### src/rtl/pdm_pkg.sv
// Shared types and default widths for the PDM capture path and its session controller.
// Pure declarations: no latency, no flow control.
package pdm_pkg;

  typedef enum logic [2:0] {
    IDLE,
    WARMUP,
    CAPTURE,
    DRAIN,
    DONE
  } ctrl_state_t;

  localparam int PCM_WIDTH       = 16;
  localparam int PCM_FIFO_DEPTH  = 256;
  localparam int PCM_WARMUP      = 64;
  localparam int PCM_COUNT_WIDTH = 16;

endpackage

### src/rtl/pdm_sample_fifo.sv
// First-word-fall-through sample FIFO; a write is visible on rd_data/!empty the next cycle.
// Writes into a full FIFO succeed only when a read happens in the same cycle, otherwise they are refused.
module pdm_sample_fifo #(
  parameter int DATA_WIDTH = 16,
  parameter int DEPTH      = 256
) (
  input  logic                    clk,
  input  logic                    rst_n,
  input  logic                    wr_en,
  input  logic [DATA_WIDTH-1:0]   wr_data,
  output logic                    full,
  input  logic                    rd_en,
  output logic [DATA_WIDTH-1:0]   rd_data,
  output logic                    empty,
  output logic [$clog2(DEPTH):0]  level
);

  localparam int AW = $clog2(DEPTH);

  logic [DATA_WIDTH-1:0] mem_q [DEPTH];
  logic [AW-1:0]         wr_ptr_q, wr_ptr_d;
  logic [AW-1:0]         rd_ptr_q, rd_ptr_d;
  logic [AW:0]           level_q, level_d;
  logic                  wr_ok, rd_ok;

  assign empty   = (level_q == '0);
  assign full    = (level_q == (AW+1)'(DEPTH));
  assign rd_ok   = rd_en && !empty;
  // A read in the same cycle frees the slot the write needs.
  assign wr_ok   = wr_en && (!full || rd_ok);
  assign rd_data = mem_q[rd_ptr_q];
  assign level   = level_q;

  always_comb begin
    wr_ptr_d = wr_ptr_q;
    rd_ptr_d = rd_ptr_q;
    level_d  = level_q;
    if (wr_ok) wr_ptr_d = wr_ptr_q + AW'(1);
    if (rd_ok) rd_ptr_d = rd_ptr_q + AW'(1);
    if (wr_ok && !rd_ok)      level_d = level_q + (AW+1)'(1);
    else if (!wr_ok && rd_ok) level_d = level_q - (AW+1)'(1);
  end

  always_ff @(posedge clk or negedge rst_n) begin
    if (!rst_n) begin
      wr_ptr_q <= '0;
      rd_ptr_q <= '0;
      level_q  <= '0;
    end else begin
      wr_ptr_q <= wr_ptr_d;
      rd_ptr_q <= rd_ptr_d;
      level_q  <= level_d;
    end
  end

  always_ff @(posedge clk) begin
    if (wr_ok) mem_q[wr_ptr_q] <= wr_data;
  end

endmodule

### src/rtl/pdm_capture_ctrl.sv
// Capture session controller: warm-up discard, sample counting, FWFT output buffer, busy/done/overflow status.
// Output stream is valid/ready with one cycle write-to-valid latency; PDM_CTRL_PEAK_EN adds a peak_abs output.
module pdm_capture_ctrl
  import pdm_pkg::*;
#(
  parameter int DATA_WIDTH     = PCM_WIDTH,
  parameter int FIFO_DEPTH     = PCM_FIFO_DEPTH,
  parameter int WARMUP_SAMPLES = PCM_WARMUP,
  parameter int COUNT_WIDTH    = PCM_COUNT_WIDTH
) (
  input  logic                         clk,
  input  logic                         rst_n,
  input  logic                         cmd_start,
  input  logic                         cmd_stop,
  input  logic [COUNT_WIDTH-1:0]       sample_target,
  output logic                         capture_en,
  input  logic [DATA_WIDTH-1:0]        pcm_in,
  input  logic                         pcm_ready,
  output logic [DATA_WIDTH-1:0]        out_data,
  output logic                         out_valid,
  input  logic                         out_ready,
  output logic                         busy,
  output logic                         done,
  output logic                         overflow,
  output logic [$clog2(FIFO_DEPTH):0]  fifo_level
`ifdef PDM_CTRL_PEAK_EN
  , output logic [DATA_WIDTH-1:0]      peak_abs
`endif
);

  localparam logic [COUNT_WIDTH-1:0] WARM_N = COUNT_WIDTH'(WARMUP_SAMPLES);
  localparam logic [COUNT_WIDTH-1:0] ONE    = COUNT_WIDTH'(1);

  ctrl_state_t             state_q, state_d;
  logic [COUNT_WIDTH-1:0]  target_q, target_d;
  logic [COUNT_WIDTH-1:0]  samp_cnt_q, samp_cnt_d;
  logic [COUNT_WIDTH-1:0]  warm_cnt_q, warm_cnt_d;
  logic                    overflow_q, overflow_d;
  logic                    fifo_full, fifo_empty, fifo_rd, wr_req;
  logic [DATA_WIDTH-1:0]   fifo_rd_data;

  assign wr_req     = (state_q == CAPTURE) && pcm_ready;
  assign fifo_rd    = out_ready && !fifo_empty;
  assign out_valid  = !fifo_empty;
  // Memory is not reset, so keep the bus quiet while nothing is buffered.
  assign out_data   = out_valid ? fifo_rd_data : '0;
  assign busy       = (state_q != IDLE);
  assign overflow   = overflow_q;

  pdm_sample_fifo #(
    .DATA_WIDTH (DATA_WIDTH),
    .DEPTH      (FIFO_DEPTH)
  ) u_fifo (
    .clk     (clk),
    .rst_n   (rst_n),
    .wr_en   (wr_req),
    .wr_data (pcm_in),
    .full    (fifo_full),
    .rd_en   (fifo_rd),
    .rd_data (fifo_rd_data),
    .empty   (fifo_empty),
    .level   (fifo_level)
  );

  always_comb begin
    state_d    = state_q;
    target_d   = target_q;
    samp_cnt_d = samp_cnt_q;
    warm_cnt_d = warm_cnt_q;
    overflow_d = overflow_q;
    capture_en = 1'b0;
    done       = 1'b0;
    case (state_q)
      IDLE: begin
        if (cmd_start) begin
          target_d   = sample_target;
          samp_cnt_d = '0;
          warm_cnt_d = '0;
          overflow_d = 1'b0;
          state_d    = (WARMUP_SAMPLES == 0) ? CAPTURE : WARMUP;
        end
      end
      WARMUP: begin
        capture_en = 1'b1;
        if (pcm_ready) begin
          warm_cnt_d = warm_cnt_q + ONE;
          if (warm_cnt_d == WARM_N) state_d = CAPTURE;
        end
        if (cmd_stop) state_d = DRAIN;
      end
      CAPTURE: begin
        capture_en = 1'b1;
        if (pcm_ready) begin
          // Dropped samples still count toward the target.
          samp_cnt_d = samp_cnt_q + ONE;
          if (fifo_full && !fifo_rd) overflow_d = 1'b1;
          if ((target_q != '0) && (samp_cnt_d == target_q)) state_d = DRAIN;
        end
        if (cmd_stop) state_d = DRAIN;
      end
      DRAIN: begin
        if (fifo_empty) state_d = DONE;
      end
      DONE: begin
        done    = 1'b1;
        state_d = IDLE;
      end
      default: state_d = IDLE;
    endcase
  end

  always_ff @(posedge clk or negedge rst_n) begin
    if (!rst_n) begin
      state_q    <= IDLE;
      target_q   <= '0;
      samp_cnt_q <= '0;
      warm_cnt_q <= '0;
      overflow_q <= 1'b0;
    end else begin
      state_q    <= state_d;
      target_q   <= target_d;
      samp_cnt_q <= samp_cnt_d;
      warm_cnt_q <= warm_cnt_d;
      overflow_q <= overflow_d;
    end
  end

`ifdef PDM_CTRL_PEAK_EN
  localparam logic [DATA_WIDTH-1:0] PCM_MAX = {1'b0, {(DATA_WIDTH-1){1'b1}}};
  localparam logic [DATA_WIDTH-1:0] PCM_MIN = {1'b1, {(DATA_WIDTH-1){1'b0}}};

  logic [DATA_WIDTH-1:0] peak_q, peak_d, pcm_abs;
  logic                  wr_acc;

  assign wr_acc   = wr_req && (!fifo_full || fifo_rd);
  assign peak_abs = peak_q;

  always_comb begin
    pcm_abs = pcm_in;
    // The most negative code has no positive twin, so it saturates.
    if (pcm_in[DATA_WIDTH-1])
      pcm_abs = (pcm_in == PCM_MIN) ? PCM_MAX : (~pcm_in + DATA_WIDTH'(1));
    peak_d = peak_q;
    if ((state_q == IDLE) && cmd_start) peak_d = '0;
    else if (wr_acc && (pcm_abs > peak_q)) peak_d = pcm_abs;
  end

  always_ff @(posedge clk or negedge rst_n) begin
    if (!rst_n) peak_q <= '0;
    else        peak_q <= peak_d;
  end
`endif

endmodule
### config.mk
export PLATFORM = sky130hd
export DESIGN_NAME = pdm_capture_ctrl
export DESIGN_NICKNAME = d
export VERILOG_FILES = /design/src/rtl/pdm_pkg.sv /design/src/rtl/pdm_sample_fifo.sv /design/src/rtl/pdm_capture_ctrl.sv
export SDC_FILE = /design/constraint.sdc
export NUM_CORES = 2
export LEC_CHECK = 0
export ABC_AREA = 0
export BUFFER_PORTS_ARGS = -buffer_cell sky130_fd_sc_hd__buf_4
export CAP_MARGIN = 25
export CORE_MARGIN = 10
export CORE_UTILIZATION = 50
export CTS_CLUSTER_DIAMETER = 80
export DETAILED_ROUTE_END_ITERATION = 12
export PLACE_DENSITY = 0.64
export SYNTH_ARGS = -nofsm -noshare
export SYNTH_HDL_FRONTEND = slang
export SYNTH_SLANG_ARGS = --single-unit
### constraint.sdc
create_clock -name clk -period 3.5 [get_ports clk]
set_input_delay 0.7 -clock clk [delete_from_list [all_inputs] [get_ports clk]]
set_output_delay 0.7 -clock clk [all_outputs]
set_load 0.05 [all_outputs]
==> results.json <==
{
  "reg2reg_depth": 10,
  "vias_per_cell": 6.26,
  "p_leak_uw": 0.0631,
  "clock_skew_ns": 0.0633,
  "die_w_um": 588,
  "synthArstFlopShare_pct": 1.85,
  "cap_viol_max_count": 0,
  "first_pass_iters": 7,
  "insertion_delay_ns": 0.98,
  "crit_fanout": 6,
  "fillerInstances": 22000,
  "grt_pass1_wl_mm": 624,
  "crit_end": "out_data[1]",
  "die_y_um": 588,
  "drv_slew": 0,
  "max_freq_mhz": 197,
  "vdd_drop_max_v": 0.00124,
  "final_area_sq_um": 195000,
  "worstSetupStartpointType": "register",
  "root_buffer": "clkbuf_16",
  "yosys.cell_types.count": 60,
  "cp-end-kind": "output pin",
  "drc": 0,
  "num_rows": 208,
  "clk_pin_slew_worst_paths_ns": 0.06,
  "synth_nets": 7239,
  "grt-ovfl-total": 0,
  "ios": 68,
  "routed_wl_mm": 442,
  "ant_nets": 0,
  "r2r-end": "u_fifo.mem_q[124][5]",
  "rsz0062_at_grt": "yes",
  "wl_per_cell_um": 33.7,
  "gp_congestion": 0.847,
  "h-tree-depth": 5,
  "cts_tree": "done",
  "tns_ns": -23.83,
  "synth_edf_count": 4096,
  "syn_avg_cell_area_sq_um": 22.5,
  "violations": "setup timing",
  "start_util_pct": 50.2,
  "synth_most_common_cell": "edfxtp_1",
  "synth_top_area_share_pct": 76.2,
  "post-route-min-period_ns": 5.07,
  "synth_seq_cells": 4173,
  "vias": 82100,
  "grt_pass1_vias": 82300,
  "antenna_found_initial": 17,
  "max_slew_margin_pct": 19.6,
  "initialDrtViolationCount": 10900,
  "core-area_sq_um": 321000,
  "fin_hold_ws_ns": 0.0915,
  "yosys-top-cells-area": "edfxtp_1 (76%), mux4_2 (15%), mux2i_1 (1.6%), dfrtp_1 (1.2%), nor2_1 (0.71%)",
  "fin_ws_ns": -1.57,
  "min_path_cells": 1,
  "required_ns": 2.80,
  "arrival_ns": 4.37,
  "clock-sinks": 4173,
  "num-nets-final": 8509,
  "grt_max_degree": 154,
  "yosys_warnings": 0,
  "setup_violations": 16,
  "area_growth_pct": 20.8,
  "synthCells": 7182,
  "synth-main-ff-cell": "edfxtp_1",
  "power_density_nw_per_um2": 797,
  "worst_pin_slew_ns": 1.21,
  "buffer_ports.inserted": 67,
  "min_path_type": "input pin to register",
  "period_share_pct": 145,
  "netlist_top_cells_count": "edfxtp_1 (4,096), mux4_2 (1,088), nor2_1 (304), mux2i_1 (265), clkbuf_1 (177)",
  "numCtsBuffers": 416,
  "cts_max_path_buffers": 4,
  "rr_startpoint": "u_fifo.level[1]",
  "status": "finished with violations",
  "rrSetupSlack_ns": 0.04,
  "dieArea_sq_um": 346000,
  "crit_path_start": "u_fifo.rd_ptr_q[0]",
  "hold_viol": 0,
  "dp_hpwl_mm": 270,
  "drive_above_1_share_pct": 36.6,
  "track_usage_pct": 24.9,
  "place_area_sq_um": 177000,
  "ys_seq_area_share_pct": 77.4,
  "syn_area_sq_um": 161000,
  "synth_area_leader_cell": "edfxtp_1",
  "critPathKind": "register to output pin"
}
-- layout make-up --
| cell class | count | area (sq um) | area share [%] |
|---|---|---|---|
| clock buffer | 510 | 10900 | 5.59 |
| timing repair buffer | 1264 | 14900 | 7.66 |
| antenna | 4 | 10.0 | 0.00513 |
| sequential | 4173 | 125000 | 64.1 |
| multi-input combinational | 2580 | 36100 | 18.5 |
| tap | 4305 | 5390 | 2.76 |
| inverter | 17 | 71.3 | 0.0366 |
| clock inverter | 255 | 2650 | 1.36 |
-- critical path, stage by stage, from the launching register on --
cell,delay (ns)
dfrtp_4,0.52
buf_12,0.17
buf_16,0.18
buf_12,0.14
buf_16,0.14
buf_12,0.14
mux4_2,0.43
mux4_2,0.53
a211o_1,0.32
buf_12,0.15
o221ai_4,0.26
o32ai_4,0.19
buf_6,0.19
-- state kept, by name, indices dropped and copies added, names as in the netlist --
register / flops
warm_cnt_q: 16
u_fifo.level: 9
state_q: 3
samp_cnt_q: 16
u_fifo.rd_ptr_q: 8
overflow: 1
target_q: 16
u_fifo.wr_ptr_q: 8
u_fifo.mem_q: 4096
-- worst min-delay path by stage --
stage                            start                    end  slack [ns]
global placement    u_fifo.rd_ptr_q[7]     u_fifo.rd_ptr_q[7]        0.48
CTS                         pcm_in[15]  u_fifo.mem_q[218][15]        0.03
finish                      pcm_in[15]  u_fifo.mem_q[221][15]        0.09
floorplan                        rst_n               overflow        0.40
detailed placement  u_fifo.rd_ptr_q[7]     u_fifo.rd_ptr_q[7]        0.49
global route                pcm_in[15]  u_fifo.mem_q[218][15]        0.07
-- logic make-up after synthesis --
family          Yosys count  synth area share (%)
fa+ha+maj                19                 0.152
simple gates            645                  1.79
compound gates          499                  2.09
mux                    1376                  17.0
flops                  4173                  77.4
buf+inv                 429                  1.34
xor+xnor                 41                 0.223
-- report_power, final --
group | leakage [uW] | total (uW) | internal (uW) | switching, uW
Sequential | 0.0378 | 55500 | 55100 | 382
Combinational | 0.0188 | 55400 | 26200 | 29200
Clock | 0.00659 | 44400 | 25600 | 18800
Total | 0.0631 | 155000 | 107000 | 48400
-- cells in the final DEF, fill, tap and decap left out, types with 66 or more instances in the layout --
master     synthesis  layout
clkinv_2           0      66
mux2i_1          265     260
nor2_1           304     240
buf_4             51     797
clkbuf_16          0     429
clkbuf_1         177      87
a22oi_1          102      79
nand2_1          118     110
mux4_2          1088    1088
edfxtp_1        4096    4096
clkinv_1           0     107
buf_12             0     324
-- metrics by stage --
| step | setup slack [ns] | power, uW | instances | util (%) |
|---|---|---|---|---|
| detailed placement | -1.24 | 105000 | 12200 | 55.2 |
| global route | -1.61 | 160000 | 13100 | 60.7 |
| finish | -1.57 | 155000 | 13100 | 60.7 |
| CTS | -1.57 | 154000 | 13000 | 60.4 |
| global placement | -1.26 | 105000 | 12200 | 55.2 |
| floorplan | -0.215 | 83400 | 7182 | - |
-- metal layers --
metal,vias up,wire length [um],track usage (%)
met5,-,13,0
met4,2,18400,9.16
met3,740,39700,4.76
met2,4274,214000,40.1
met1,44000,170000,34.4
li1,33100,-,-
-- repair_timing --
item | in CTS | in global routing
gates cloned | 18 | 8
setup buffers | 72 | 64
hold buffers | 17 | 0
setup endpoints to repair | 17 | 18
hold endpoints to repair | 69 | 0
gates resized for setup | 321 | 99
pin swaps | 82 | 39
Power figures use the tool's default switching activity.
